### src/rtl/accumulator_lane_adder.sv
// accumulator_lane_adder
//   Combinational sum of the LANES samples of one input beat. Kept separate
//   from the frame accumulator so it can later be swapped for a deeper,
//   pipelined adder tree without touching the frame logic.
// Ports:
//   in_data  : LANES packed samples, lane k at [k*DATA_W +: DATA_W]
//   lane_sum : sum of all lanes, DATA_W + clog2(LANES) bits wide
//              (sign-extended lanes when SIGNED = 1, zero-extended otherwise)
module accumulator_lane_adder #(
  parameter int DATA_W = 16,
  parameter int LANES  = 4,
  parameter int SIGNED = 0
) (
  input  logic [LANES*DATA_W-1:0]         in_data,
  output logic [DATA_W+$clog2(LANES)-1:0] lane_sum
);

  localparam int LSUM_W = DATA_W + $clog2(LANES);

  always_comb begin
    lane_sum = '0;
    for (int k = 0; k < LANES; k++) begin
      if (SIGNED != 0) begin
        lane_sum = lane_sum + LSUM_W'($signed(in_data[k*DATA_W +: DATA_W]));
      end else begin
        lane_sum = lane_sum + LSUM_W'(in_data[k*DATA_W +: DATA_W]);
      end
    end
  end

endmodule

### src/rtl/accumulator_frame.sv
// accumulator_frame
//   Streaming frame accumulator. Sums FRAME_LEN samples arriving LANES per
//   beat and emits one total per frame, with a flag that records whether
//   the result range was exceeded at any step of that frame.
//   Two stages: stage 1 registers the per-beat lane sum, stage 2 folds it
//   into the running total and loads the output register on the last beat.
// Ports:
//   clk, reset    : clock, asynchronous active-high reset
//   clear         : synchronous discard of the partial frame
//   in_valid/in_ready/in_data    : input beat handshake
//   out_valid/out_ready          : result handshake
//   out_sum, out_overflow        : frame total and its range-exceeded flag
module accumulator_frame #(
  parameter int DATA_W    = 16,
  parameter int LANES     = 4,
  parameter int FRAME_LEN = 1024,
  parameter int SUM_W     = 32,
  parameter int SIGNED    = 0,
  parameter int SATURATE  = 0
) (
  input  logic                    clk,
  input  logic                    reset,
  input  logic                    clear,
  input  logic                    in_valid,
  output logic                    in_ready,
  input  logic [LANES*DATA_W-1:0] in_data,
  output logic                    out_valid,
  input  logic                    out_ready,
  output logic [SUM_W-1:0]        out_sum,
  output logic                    out_overflow
);

  localparam int BEATS  = FRAME_LEN / LANES;
  localparam int CNT_W  = (BEATS > 1) ? $clog2(BEATS) : 1;
  localparam int LSUM_W = DATA_W + $clog2(LANES);
  // Two guard bits above the wider operand so the sum never loses its
  // true sign/magnitude before the range check.
  localparam int EXT_W  = ((SUM_W > LSUM_W) ? SUM_W : LSUM_W) + 2;

  if (BEATS < 2 || (FRAME_LEN % LANES) != 0) begin : g_bad_frame
    $error("accumulator_frame: FRAME_LEN must be a multiple of LANES with at least 2 beats");
  end
  if (LANES < 1 || LANES > 8 || (LANES & (LANES - 1)) != 0) begin : g_bad_lanes
    $error("accumulator_frame: LANES must be a power of two in 1..8");
  end
  if (SUM_W < DATA_W) begin : g_bad_sum
    $error("accumulator_frame: SUM_W must be >= DATA_W");
  end

  logic              adv;
  logic              is_last;
  logic [CNT_W-1:0]  cnt;
  logic [LSUM_W-1:0] lane_sum;

  logic              s1_valid;
  logic [LSUM_W-1:0] s1_sum;
  logic              s1_first;
  logic              s1_last;

  logic [SUM_W-1:0]  acc;
  logic              ovf_flag;

  logic [SUM_W-1:0]  base;
  logic [EXT_W-1:0]  base_x;
  logic [EXT_W-1:0]  lsum_x;
  logic [EXT_W-1:0]  next_x;
  logic [SUM_W-1:0]  smin;
  logic [SUM_W-1:0]  clamp_val;
  logic [SUM_W-1:0]  acc_next;
  logic              oor;
  logic              flag_next;

  assign adv      = !out_valid || out_ready;
  assign in_ready = adv;
  assign is_last  = (cnt == CNT_W'(BEATS - 1));

  accumulator_lane_adder #(
    .DATA_W (DATA_W),
    .LANES  (LANES),
    .SIGNED (SIGNED)
  ) u_lane_adder (
    .in_data  (in_data),
    .lane_sum (lane_sum)
  );

  always_comb begin
    base      = s1_first ? '0 : acc;
    smin      = '0;
    smin[SUM_W-1] = 1'b1;
    if (SIGNED != 0) begin
      base_x = EXT_W'($signed(base));
      lsum_x = EXT_W'($signed(s1_sum));
    end else begin
      base_x = EXT_W'(base);
      lsum_x = EXT_W'(s1_sum);
    end
    next_x = base_x + lsum_x;
    if (SIGNED != 0) begin
      // In range only while every bit above the result sign bit copies it.
      oor       = (next_x[EXT_W-1:SUM_W-1] != '0) && (next_x[EXT_W-1:SUM_W-1] != '1);
      clamp_val = next_x[EXT_W-1] ? smin : ~smin;
    end else begin
      oor       = (next_x[EXT_W-1:SUM_W] != '0);
      clamp_val = '1;
    end
    acc_next  = (SATURATE != 0 && oor) ? clamp_val : next_x[SUM_W-1:0];
    flag_next = (s1_first ? 1'b0 : ovf_flag) | oor;
  end

  always_ff @(posedge clk or posedge reset) begin
    if (reset) begin
      cnt          <= '0;
      s1_valid     <= 1'b0;
      s1_sum       <= '0;
      s1_first     <= 1'b0;
      s1_last      <= 1'b0;
      acc          <= '0;
      ovf_flag     <= 1'b0;
      out_valid    <= 1'b0;
      out_sum      <= '0;
      out_overflow <= 1'b0;
    end else begin
      if (out_valid && out_ready) begin
        out_valid <= 1'b0;
      end
      // clear leaves a pending result untouched; only the partial frame goes.
      if (clear) begin
        cnt      <= '0;
        s1_valid <= 1'b0;
        acc      <= '0;
        ovf_flag <= 1'b0;
      end else if (adv) begin
        s1_valid <= in_valid;
        if (in_valid) begin
          s1_sum   <= lane_sum;
          s1_first <= (cnt == '0);
          s1_last  <= is_last;
          cnt      <= is_last ? '0 : cnt + 1'b1;
        end
        if (s1_valid) begin
          acc      <= acc_next;
          ovf_flag <= flag_next;
          // Placed after the handshake clear so a new result wins that edge.
          if (s1_last) begin
            out_valid    <= 1'b1;
            out_sum      <= acc_next;
            out_overflow <= flag_next;
          end
        end
      end
    end
  end

endmodule
### config.mk
export PLATFORM = sky130hd
export DESIGN_NAME = accumulator_frame
export DESIGN_NICKNAME = d
export VERILOG_FILES = /design/src/rtl/accumulator_lane_adder.sv /design/src/rtl/accumulator_frame.sv
export SDC_FILE = /design/constraint.sdc
export NUM_CORES = 1
export LEC_CHECK = 0
export BUFFER_PORTS_ARGS = -buffer_cell sky130_fd_sc_hd__buf_4
export CAP_MARGIN = 20
export CORE_MARGIN = 2
export CORE_UTILIZATION = 38
export DETAILED_ROUTE_END_ITERATION = 8
export GPL_ROUTABILITY_DRIVEN = 0
export SETUP_SLACK_MARGIN = 0.5
export SYNTH_ARGS = -nofsm -noshare
export SYNTH_HDL_FRONTEND = slang
export SYNTH_SLANG_ARGS = --single-unit
### constraint.sdc
create_clock -name clk -period 3.8 [get_ports clk]
set_input_delay 0.76 -clock clk [delete_from_list [all_inputs] [get_ports clk]]
set_output_delay 0.76 -clock clk [all_outputs]
set_load 0.005 [all_outputs]
**After elaboration in Yosys (flattened, before gate mapping)**

Cells that the tools add are included.

- Add/subtract/negate cells: 5
- Equal/unequal tests: 1
- Muxes and demuxes: 19
- Bitwise gates (word level): 2
- Reductions and logical operators: 12

Operators by type and width:

| operator | number |
|---|---|
| 2-to-1 mux 32 bit | 4 |
| adder 18 x 16 -> 18 bit | 2 |
| adder 32 x 18 -> 33 bit | 1 |
| 2-to-1 mux 8 bit | 4 |
| adder 16 x 16 -> 17 bit | 1 |
| 2-to-1 mux 1 bit | 11 |
| adder 8 x 1 -> 8 bit, second input constant | 1 |
| == test 8 bit, second input constant | 1 |
| logical NOT 8 bit | 1 |
| nonzero test 2 bit | 4 |
| AND reduction 2 bit | 2 |
| AND reduction 4 bit | 1 |
| AND reduction 3 bit | 1 |
| logical AND 1 bit | 1 |
| logical NOT 1 bit | 1 |
| logical OR 1 bit | 1 |
| inverter 1 bit | 1 |
| bitwise OR 1 bit | 1 |

- Flip-flop bits (word level): 96
- Output and inout port bits: 35
- Logic and storage cells: 49

**Logic depth before layout (Yosys ltp)**

- Depth in word-level cells: 7
- Gate-level depth with buffers: 18
- Mapped depth without buffers: 18

**Cells and area by module**

Synthesis repeated with hierarchy kept, for this count alone.

- Cell total of the unflattened synthesis: 714
- Area total of the unflattened synthesis: 6930.4 sq um

Modules (own cells, without submodules):

| module | instances | cells an instance | area an instance (sq um) | sequential area each (sq um) |
|---|---|---|---|---|
| accumulator_frame | 1 | 499 | 5205.0 | 2402.3 |
| accumulator_lane_adder | 1 | 215 | 1725.4 | 0.0 |

**Worst setup path after synthesis**

Ideal clock, no wire load.

- Path kind: input to register
- Start: input port in_data[0]
- End: register s1_sum[15]
- Setup time: 0.069 ns
- Data arrival time: 4.599 ns
- Required time: 3.731 ns
- Path slack: -0.868 ns
- Stages: 18
- Path buffers: 0
- Cells stage by stage: ha_1 -> inv_1 -> fa_1 -> nor2b_1 -> o31a_1 -> o211ai_1 -> nand2_1 -> a21oi_1 -> xor2_1 -> fa_1 -> inv_1 -> ha_1 -> or4_4 -> o221a_1 -> o31a_1 -> o31a_1 -> or4_1 -> nand3_1

- Longest elaborated chain between the ends: 3

Ends and longest elaborated chain:

| item | line | source |
|---|---|---|
| from (decl) | accumulator_frame.sv:26 | `input logic [LANES*DATA_W-1:0] in_data,` |
| adder 16 x 16 -> 17 bit | accumulator_lane_adder.sv:26 | `lane_sum = lane_sum + LSUM_W'(in_data[k*DATA_W +: DATA_W]);` |
| adder 18 x 16 -> 18 bit (2 in a row) | accumulator_lane_adder.sv:26 |  |
| to (signal assigned) | accumulator_frame.sv:135 | `s1_sum <= lane_sum;` |
| to (decl) | accumulator_frame.sv:56 | `logic [LSUM_W-1:0] s1_sum;` |

Every way passes these cells.
A chain may end at the register's enable or synchronous reset.

**Worst setup path in the final report**

Ends and elaborated chain as after synthesis.

==> out/results.tsv <==
metric	value	unit
cts_max_level	3	
cts_root_buf	clkbuf_16	
post-route-period-util	114	%
rr_endpoint	out_sum[28]$_DFFE_PP0P_	
final.setup.tns	-2240	ps
grt_max_degree	59	
antenna_found_initial	0	
cp_num_buf_inv	3	
die_h	140	um
maxCapViolCount	0	
timing.fmax	231	MHz
p_clk_share	21.1	%
nNetsFinal	1107	
swShare	35.6	%
syn_to_final_growth	32.6	%
worstMarginPinSlew	935	ps
avgSynthCellArea	8.81	sq um
slew_headroom	37.4	%
slowest_stage	fa_1	
hpwlAfterDp	12.8	mm
syn_nets	940	
antenna_left	0	
slowest_delay	490	ps
p_int	3.04	mW
layout_commonest_cell	buf_4	
comb_power_share	49.0	%
core	18100	sq um
die_w	140	um
ys_ff_latch	96	
grtUsageTotal	18.0	%
power	4.73	mW
rsz0062_at_grt	yes	
routed-via-count	6260	
dpl.cell_count	1174	
grt_first_pass_wirelength	29.4	mm
first_global_vias	6085	
n_antenna_cell	0	
clockBufferDepth	2	
worstSkewPairLatency	350	ps
slew_viol_final	0	
ys_types	55	
synthCells	800	
drc_errors	0	
start_kind	input port	
fin_crit	4330	ps
r2r_start	s1_first$_DFFE_PP0P_	
async_flop_share	100	%
min_path_cells	2	
p_per_area	506	nW/um^2
fillers	1666	
p_sw	1.69	mW
crit_arrival	4620	ps
hp-class	flop to flop	
cts_tree	built	
reg2reg_depth	10	
ioPinCount	104	
ir_drop	0.000255	V
overflow	0	
cp_common_cell	o31a_1	
min-delay-start	acc[15]$_DFFE_PP0P_	
holdBufCountCts	0	
avgRoutedWirePerCell	14.6	um
syn-cell-area	7050	sq um
layout-drive-gt1-share	27.4	%
status	finished, violations left	
crit_chain	buf_8 > ha_4 > inv_2 > fa_2 > nor2b_2 > o31a_1 > o211ai_1 > nand2_1 > a21oi_2 > xor2_1 > fa_1 > inv_2 > ha_4 > or4_4 > o221a_1 > o31a_1 > o31a_1 > or4_1 > nand3_1	
firstDrtPassIters	4	
min_to	acc[15]$_DFFE_PP0P_	
setup_violations	7	
fin_ws	-531	ps
initial_core_util	39.0	%
end_kind	flop	
path_max_fanout	3	
place.port_buffers	103	
dieArea	19700	sq um
crit_required	4090	ps
layoutNonFillerInstCount	1200	
drt-initial-drc-count	306	
rows	49	
ys.flop_type	dfrtp_1	
vias_per_cell	5.22	
seq_area_frac_synth	34.1	%
p_seq_share	29.9	%
final_hold_viol_count	0	
reg2reg_slack	740	ps
holdWs	473	ps
p_leak	4.51	nW
failed_checks	negative setup slack	
critPathKind	input port to flop	
final_cell_mix	buf_4, nand2_1, dfrtp_1	
skew	9.26	ps
yosys_warnings	0	
clock_sinks	96	
numCtsBuffers	9	
clkTransAtPathRegs	70	ps
cp_top_family	compound AO/OA/AOI/OAI gates	
routed_wl	17.5	mm
place_ws	-991	ps
synth_edf_count	0	
## sequential cells by signal, summed over array words and instances (netlist names), 8 cells and up
register,cells
acc,32
out_sum,32
s1_sum,18
cnt,8
## through the flow
stage / area [sq um] / utilization [%]
floorplan: 7150 / -
global placement: 8630 / 47.7
detailed placement: 8630 / 47.7
CTS: 9070 / 50.2
global route: 9350 / 51.7
finish: 9350 / 51.7
## cell type report
cell class | instances | area [sq um] | share of cell area [%]
Sequential cell | 96 | 2400 | 25.7
Timing Repair Buffer | 181 | 1400 | 15.0
Multi-Input combinational cell | 610 | 4670 | 50.0
Clock buffer | 12 | 256 | 2.74
Clock inverter | 3 | 65.1 | 0.696
Inverter | 69 | 262 | 2.80
Tap cell | 229 | 287 | 3.07
## Yosys cell counts (19+ instances only)
| library cell | instances | area [sq um] |
|---|---|---|
| a21oi_1 | 33 | 165 |
| clkbuf_1 | 22 | 82.6 |
| nor3_1 | 21 | 105 |
| xnor2_1 | 23 | 201 |
| xor2_1 | 22 | 193 |
| dfrtp_1 | 96 | 2400 |
| a21o_1 | 19 | 143 |
| ha_1 | 52 | 651 |
| nand2_1 | 104 | 390 |
| nor2b_1 | 31 | 194 |
| nand3_1 | 24 | 120 |
| o21ai_0 | 48 | 240 |
| nor2_1 | 41 | 154 |
| fa_1 | 19 | 380 |
| inv_1 | 69 | 259 |
## power groups by stage
| stage | Sequential, mW | Clock [mW] | Combinational [mW] |
|---|---|---|---|
| global placement | 1.43 | 0 | 2.02 |
| detailed placement | 1.43 | 0 | 2.05 |
| global route | 1.45 | 1.05 | 2.60 |
| CTS | 1.42 | 1.01 | 2.14 |
| finish | 1.41 | 0.999 | 2.32 |
| floorplan | 1.39 | 0 | 1.30 |
## layer usage
layer | share of wire [%] | global-route usage [%]
met5 | 0 | 0
met3 | 5.0 | 2.63
met4 | 1.1 | 4.47
met2 | 46 | 29.5
met1 | 48 | 25.2
## worst reg2reg max path, stage by stage, from the launching register on
cell and delay [ps]:
dfrtp_2 430, buf_4 230, nor2b_1 80, ha_1 370, o211ai_1 140, o211ai_1 340
a31oi_2 210, o211a_2 380, nor4_2 390, xor2_1 250, o21ai_0 110
## worst max path at each step
stage / to / slack [ps] / depth (start not counted) / startpoint
2_1_floorplan: s1_sum[15]$_DFFE_PP0P_ / -640 / 18 / in_data[0]
3_3_place_gp: s1_sum[15]$_DFFE_PP0P_ / -920 / 16 / in_data[1]
3_5_place_dp: s1_sum[15]$_DFFE_PP0P_ / -990 / 19 / in_data[0]
4_1_cts: s1_sum[15]$_DFFE_PP0P_ / -530 / 19 / in_data[0]
5_1_grt: s1_sum[15]$_DFFE_PP0P_ / -700 / 19 / in_data[0]
6_report: s1_sum[15]$_DFFE_PP0P_ / -530 / 19 / in_data[0]
## cells by family after synthesis
family	after synthesis	synth area share (%)
buffers and inverters	94	5.06
DFF	96	34.1
and+or+nand+nor	277	19.3
AOI/OAI and AO/OA	209	20.1
muxes	8	1.28
xor gates and xnor gates	45	5.59
adders and majority gates	71	14.6
## repair_timing
item | 4_1_cts | 5_1_grt
gates resized for setup | 24 | 44
pin swaps | 21 | 24
buffers inserted | 3 | 8
endpoints found under the setup margin | 13 | 38
endpoints found under the hold margin | 0 | 0
(Power assumes the default switching activity.)
